===== src/rtl/cmd_frame_assembler.sv =====
// Command-frame assembler: gathers FRAME_BYTES toggle-announced bytes (MSB first) into a frame,
// hands it over with valid/ready, decodes the opcode and reports overrun/timeout in a status byte.
module cmd_frame_assembler #(
    parameter int unsigned FRAME_BYTES    = 4,
    parameter int unsigned TIMEOUT_CYCLES = 1024
) (
    input  logic                     clk,
    input  logic                     rst_n,
    input  logic [7:0]               in_byte,
    input  logic                     byte_finished,
    input  logic                     frame_ready,
    output logic                     frame_valid,
    output logic [8*FRAME_BYTES-1:0] frame_data,
    output logic [5:0]               opcode,
    output logic                     unknown_cmd,
    output logic                     overrun,
    output logic                     timeout_err,
    output logic [7:0]               out_byte
);

    localparam int unsigned DATA_W = 8 * FRAME_BYTES;
    localparam int unsigned CNT_W  = $clog2(FRAME_BYTES + 1);
    localparam int unsigned IDLE_W = $clog2(TIMEOUT_CYCLES);
    localparam logic [CNT_W-1:0]  LAST_SLOT = CNT_W'(FRAME_BYTES - 1);
    localparam logic [IDLE_W-1:0] IDLE_MAX  = IDLE_W'(TIMEOUT_CYCLES - 1);

    typedef enum logic [1:0] {
        S_IDLE    = 2'd0,
        S_COLLECT = 2'd1,
        S_HOLD    = 2'd2
    } state_t;

    state_t              r_state;
    logic                r_sync1;
    logic                r_sync2;
    logic                r_prev;
    logic [CNT_W-1:0]    r_cnt;
    logic [IDLE_W-1:0]   r_idle;
    logic [DATA_W-1:0]   r_frame_data;
    logic                r_valid;
    logic                r_unknown;
    logic                r_overrun;
    logic                r_timeout;
    logic                r_ovr_sticky;
    logic                r_to_sticky;
    logic [7:0]          r_out_byte;

    state_t              w_state_nxt;
    logic                w_strobe;
    logic                w_store;
    logic [CNT_W-1:0]    w_slot;
    logic [CNT_W-1:0]    w_cnt_nxt;
    logic [IDLE_W-1:0]   w_idle_nxt;
    logic [DATA_W-1:0]   w_data_nxt;
    logic                w_valid_nxt;
    logic                w_unknown_nxt;
    logic                w_overrun_nxt;
    logic                w_timeout_nxt;
    logic                w_ovr_sticky_nxt;
    logic                w_to_sticky_nxt;
    logic                w_op_unknown;

    // Either edge of the synchronised toggle announces a new byte.
    assign w_strobe = r_sync2 ^ r_prev;

    // Byte 0 is already stored whenever the last slot is written, so decode reads the register.
    assign w_op_unknown = (r_frame_data[DATA_W-3 -: 6] > 6'd2);

    always_comb begin
        w_state_nxt      = r_state;
        w_store          = 1'b0;
        w_slot           = r_cnt;
        w_cnt_nxt        = r_cnt;
        w_idle_nxt       = r_idle;
        w_valid_nxt      = r_valid;
        w_unknown_nxt    = r_unknown;
        w_overrun_nxt    = 1'b0;
        w_timeout_nxt    = 1'b0;
        w_ovr_sticky_nxt = r_ovr_sticky;
        w_to_sticky_nxt  = r_to_sticky;

        case (r_state)
            S_IDLE: begin
                w_idle_nxt = '0;
                if (w_strobe) begin
                    w_store          = 1'b1;
                    w_slot           = '0;
                    w_cnt_nxt        = CNT_W'(1);
                    w_ovr_sticky_nxt = 1'b0;
                    w_to_sticky_nxt  = 1'b0;
                    w_state_nxt      = S_COLLECT;
                end
            end
            S_COLLECT: begin
                if (w_strobe) begin
                    w_store    = 1'b1;
                    w_cnt_nxt  = r_cnt + CNT_W'(1);
                    w_idle_nxt = '0;
                    if (r_cnt == LAST_SLOT) begin
                        w_valid_nxt   = 1'b1;
                        w_unknown_nxt = w_op_unknown;
                        w_state_nxt   = S_HOLD;
                    end
                end else if (r_idle == IDLE_MAX) begin
                    w_timeout_nxt   = 1'b1;
                    w_to_sticky_nxt = 1'b1;
                    w_cnt_nxt       = '0;
                    w_idle_nxt      = '0;
                    w_state_nxt     = S_IDLE;
                end else begin
                    w_idle_nxt = r_idle + IDLE_W'(1);
                end
            end
            S_HOLD: begin
                if (frame_ready) begin
                    w_valid_nxt   = 1'b0;
                    w_unknown_nxt = 1'b0;
                    // A byte landing on the handshake cycle opens the next frame instead of being lost.
                    if (w_strobe) begin
                        w_store          = 1'b1;
                        w_slot           = '0;
                        w_cnt_nxt        = CNT_W'(1);
                        w_ovr_sticky_nxt = 1'b0;
                        w_to_sticky_nxt  = 1'b0;
                        w_state_nxt      = S_COLLECT;
                    end else begin
                        w_cnt_nxt   = '0;
                        w_state_nxt = S_IDLE;
                    end
                end else if (w_strobe) begin
                    w_overrun_nxt    = 1'b1;
                    w_ovr_sticky_nxt = 1'b1;
                end
            end
            default: begin
                w_state_nxt = S_IDLE;
            end
        endcase
    end

    // Slot writer: slot k lands in byte lane FRAME_BYTES-1-k.
    always_comb begin
        w_data_nxt = r_frame_data;
        if (w_store) begin
            for (int i = 0; i < int'(FRAME_BYTES); i++) begin
                if (w_slot == CNT_W'(i)) begin
                    w_data_nxt[8*(int'(FRAME_BYTES)-1-i) +: 8] = in_byte;
                end
            end
        end
    end

    always_ff @(posedge clk or negedge rst_n) begin
        if (!rst_n) begin
            r_state      <= S_IDLE;
            r_sync1      <= 1'b0;
            r_sync2      <= 1'b0;
            r_prev       <= 1'b0;
            r_cnt        <= '0;
            r_idle       <= '0;
            r_frame_data <= '0;
            r_valid      <= 1'b0;
            r_unknown    <= 1'b0;
            r_overrun    <= 1'b0;
            r_timeout    <= 1'b0;
            r_ovr_sticky <= 1'b0;
            r_to_sticky  <= 1'b0;
            r_out_byte   <= '0;
        end else begin
            r_state      <= w_state_nxt;
            r_sync1      <= byte_finished;
            r_sync2      <= r_sync1;
            r_prev       <= r_sync2;
            r_cnt        <= w_cnt_nxt;
            r_idle       <= w_idle_nxt;
            r_frame_data <= w_data_nxt;
            r_valid      <= w_valid_nxt;
            r_unknown    <= w_unknown_nxt;
            r_overrun    <= w_overrun_nxt;
            r_timeout    <= w_timeout_nxt;
            r_ovr_sticky <= w_ovr_sticky_nxt;
            r_to_sticky  <= w_to_sticky_nxt;
            r_out_byte   <= {w_valid_nxt, w_ovr_sticky_nxt, w_to_sticky_nxt,
                             w_unknown_nxt, 4'(w_cnt_nxt)};
        end
    end

    assign frame_valid = r_valid;
    assign frame_data  = r_frame_data;
    assign opcode      = r_frame_data[DATA_W-3 -: 6];
    assign unknown_cmd = r_unknown;
    assign overrun     = r_overrun;
    assign timeout_err = r_timeout;
    assign out_byte    = r_out_byte;

endmodule


===== config.mk =====
export PLATFORM = sky130hd
export DESIGN_NAME = cmd_frame_assembler
export DESIGN_NICKNAME = d
export VERILOG_FILES = /design/src/rtl/cmd_frame_assembler.sv
export SDC_FILE = /design/constraint.sdc
export NUM_CORES = 1
export LEC_CHECK = 0
export BUFFER_PORTS_ARGS = -buffer_cell sky130_fd_sc_hd__buf_4
export CAP_MARGIN = 20
export CORE_ASPECT_RATIO = 1.4
export CORE_UTILIZATION = 57
export CTS_CLUSTER_SIZE = 20
export DETAILED_ROUTE_END_ITERATION = 8
export HOLD_SLACK_MARGIN = 0.03
export PLACE_DENSITY_LB_ADDON = 0.2
export SLEW_MARGIN = 20
export SYNTH_ARGS = -nofsm -noshare
export SYNTH_HDL_FRONTEND = slang
export SYNTH_SLANG_ARGS = --single-unit

===== constraint.sdc =====
create_clock -name clk -period 5 [get_ports clk]
set_clock_uncertainty 0.2 [all_clocks]
set_input_delay 1 -clock clk [delete_from_list [all_inputs] [get_ports clk]]
set_output_delay 1 -clock clk [all_outputs]
set_load 0.1 [all_outputs]

[After elaboration in Yosys (flattened, before gate mapping)]
Cells that the tools add are included.
Cells by class
  $add $sub $neg: 2
  magnitude comparators: 1
  equal/unequal tests: 11
  multiplexer cells: 44
  bitwise operators: 1
  reductions and logical operators: 9
Operators with widths (number)
  1-bit 2-to-1 mux: 22
  10-bit 2-to-1 mux: 2
  10-bit one-hot mux with 2 select lines: 1
  3-bit 2-to-1 mux: 6
  10-bit by 1-bit adder with 10-bit output (second input constant): 1
  10-bit == test (second input constant): 1
  2-bit 2-to-1 mux: 5
  3-bit by 2-bit == test with 1-bit output (second input constant): 3
  3-bit one-hot mux with 3 select lines: 1
  1-bit one-hot mux with 2 select lines: 4
  2-bit AND reduction: 4
  6-bit by 2-bit greater-than comparator with 1-bit output (second input constant): 1
  3-bit != test (second input constant): 2
  2-bit one-hot mux with 3 select lines: 1
  3-bit one-hot mux with 2 select lines: 1
  2-bit != test (second input constant): 2
  4-bit AND reduction: 1
  3-bit by 1-bit adder with 3-bit output (second input constant): 1
  3-bit by 1-bit == test with 1-bit output (second input constant): 1
  3-bit logical NOT: 1
  1-bit one-hot mux with 3 select lines: 1
  2-bit by 1-bit == test with 1-bit output (second input constant): 1
  2-bit == test (second input constant): 1
  2-bit logical NOT: 1
  3 further kinds: 3
Word-level totals
  bits in registers: 63

[Depth between registers and ports, before layout]
  depth in word-level cells: 6
  mapped depth: 8

[Worst setup path before layout]
OpenSTA, ideal clock, no wires.
  path kind: register to output
  from: register with a tool-made name
  to: output port out_byte[7]
  arrival time: 1.356 ns
  slack: 2.444 ns
  stages on the path, launching flop included: 2
  path buffers: 1
  cell sequence: dfrtp_1 > buf_4
RTL lines
  to (decl): line 18  | output logic [7:0] out_byte

[Worst setup path after layout]
  from: register r_state[1]
  to: register r_frame_data[5] (netlist: frame_data[5])
On the way
  cells in the longest elaborated chain, start to end: 4
RTL lines
  from (decl): line 33  | state_t r_state;
  from (signal assigned): line 170  | r_state <= w_state_nxt;
  2-bit == test (tied with other cells): line 82  | case (r_state)
  3-bit one-hot mux with 2 select lines / 2-bit OR reduction (equally long branches)
  3-bit by 2-bit == test with 1-bit output / 1-bit one-hot mux with 2 select lines (equally long branches): line 146, 82
  2-bit AND reduction (no source line) *
  to (signal assigned): line 176  | r_frame_data <= w_data_nxt;
  to (decl): line 39  | logic [DATA_W-1:0] r_frame_data;
Mark *: on every way between the ends. The rest lies on a longest branch, timed or not.
A chain may end at the register's enable or synchronous reset.

==> out/results.ini <==
[clocking]
clk_pin_slew_ps = 100
cts_sinks = 56
cts_tree = done
htreeDepth = 2
clk_path_buf_depth = 2
cts_root_buffer = clkbuf_8
cts_inserted_buffers = 5
hold_buffers = 0
postCtsSetupBuffers = 0
clock_latency_ps = 310
cts-resized-gates = 0

[synthesis]
synth_top_area_share = 0.536
synth-main-ff-cell = dfrtp_1
synth_common_cells = 56 x dfrtp_1, 34 x mux2_2, 13 x o21ai_0, 12 x buf_4, 11 x nand2_1
async_flop_share = 1.00
yosysMostFrequentCell = dfrtp_1
netlist_area_um2 = 2620
synthesis.instances = 213
synth_top_cell_by_area = dfrtp_1
synth.distinct_cells = 42
synth_fp_nets = 232
ys_seq_area_frac = 0.536
yosysWarnings = 0
synth_edf_count = 0
syn_area_per_cell_um2 = 12.3
ys_top_cells_by_area = dfrtp_1 54%, mux2_2 15%, buf_4 3.4%
synth-seq-cells = 56

[setup_path]
cp-start-kind = flop
reg2reg_to = frame_data[5]
crit_end = frame_data[5]
crit_type = flop to flop
cp-end-kind = flop
r2r_start = r_state[1]
arrival_ps = 2650
r2r_slack_ps = 2350
cp_max_fo = 13
reg2regPathDepth = 6
cp_data_required_time_ps = 5000
startpoint = r_state[1]

[layout]
antenna_cells = 0
n_fill_cell = 319
fin_util = 0.720
nets = 282
synthToLayoutAreaGrowth_pct = 18.6
drive_gt1_frac = 0.418

[placed_design]
dp.final_hpwl_mm = 3.74
place.gp.congestion = 0.808
io_buffers = 60

[drt]
wirelength_mm = 5.12
drcViolationCount = 0
ant_nets = 0
first_pass_iters = 4
vias = 1815
viasPerCell = 5.62
drtIter0Drc = 82
wl_per_cell_um = 15.9

[timing]
rsz0062_at_grt = no
max_freq_mhz = 377
setup_tns_ps = 0
holdWs_ps = 159
slew_headroom = 0.539
worst_pin_slew_ps = 692
finalHoldViolCount = 0
fin_crit_ps = 2650
slew_viol_final = 0
finalSetupViolations = 0
finalCritPeriodShare = 0.531

[grt]
grt_max_degree = 57
grt_pass1_wl_mm = 8.44
antenna_found_initial = 0
grt_pass1_vias = 1738
grtUsageTotal = 0.233
grt_overflow_total = 0

[floorplan]
ios = 62
start_util = 0.607
rows = 28
die_y_um = 82.1
dieWidth_um = 59.2
core_um2 = 4310
die_area_um2 = 4870

[run_status]
outcome = complete, no violations

[run]
cap_violations = 0

[worst_hold_path]
hold_class = flop to flop
holdPathStages = 0

## kinds of logic (layout without fill, tap and decap cells)
family	Yosys count	after routing	share of synthesized area
flops	56	56	0.536
simple gates	49	49	0.112
compound gates	40	40	0.102
mux	35	35	0.150
buf+inv	23	73	0.0545
fa+ha+maj	7	7	0.0335
xor+xnor	2	2	0.00957
other cells	1	1	0.00143
## stage by stage
stage          setup slack [ps]  cell area, um2  cells
2_1_floorplan              2440            2620    213
3_3_place_gp               2230            3020    316
3_5_place_dp               2160            3020    316
4_1_cts                    2350            3100    323
5_1_grt                    2200            3100    323
6_report                   2350            3100    323
## worst max-delay path, stage by stage, from the launching register on
cell and delay, ps:
dfrtp_1 410, inv_1 110, ha_1 450, o21bai_1 210, nor4_4 320, and3_1 460
mux2_2 390
## layout make-up
type,instances,area [um2],share of cell area
flip-flops and latches,56,1400,0.452
multi-input cells,134,1070,0.345
repair buffers,60,450,0.145
well taps,60,75.1,0.0242
clock buffers,5,68.8,0.0222
inverters,6,22.5,0.00726
clock inverters,2,12.5,0.00403
## cell usage in the layout (no fill, tap or decap), types with 2 or more instances in the layout
master	count
nor2_1	7
buf_4	60
or3_1	2
a22o_1	4
dfrtp_1	56
mux2_2	34
nor4_1	5
nand2_1	11
ha_1	7
o21ai_0	13
inv_1	6
clkbuf_8	5
and3_1	3
a21oi_1	7
nor3b_1	3
nand3b_2	2
a21o_1	7
nand3_1	6
nor3_1	2
## metal layers
metal / vias to the layer above / wire [um] / track usage
met5: - / 0 / 0
met4: 0 / 40 / 0.0548
met3: 5 / 301 / 0.0607
met2: 58 / 2750 / 0.396
met1: 893 / 2030 / 0.296
li1: 859 / - / -
## how the worst min path moves through the flow
stage	endpoint	slack, ps	start
CTS	r_sync2	160	r_sync1
floorplan	r_sync2	130	r_sync1
global route	r_sync2	170	r_sync1
global placement	r_sync2	130	r_sync1
finish	r_sync2	160	r_sync1
detailed placement	r_sync2	140	r_sync1
Power is left out: the tool's default activity adds up to more than one toggle a clock period on the data nets, which glitch-free logic cannot reach.
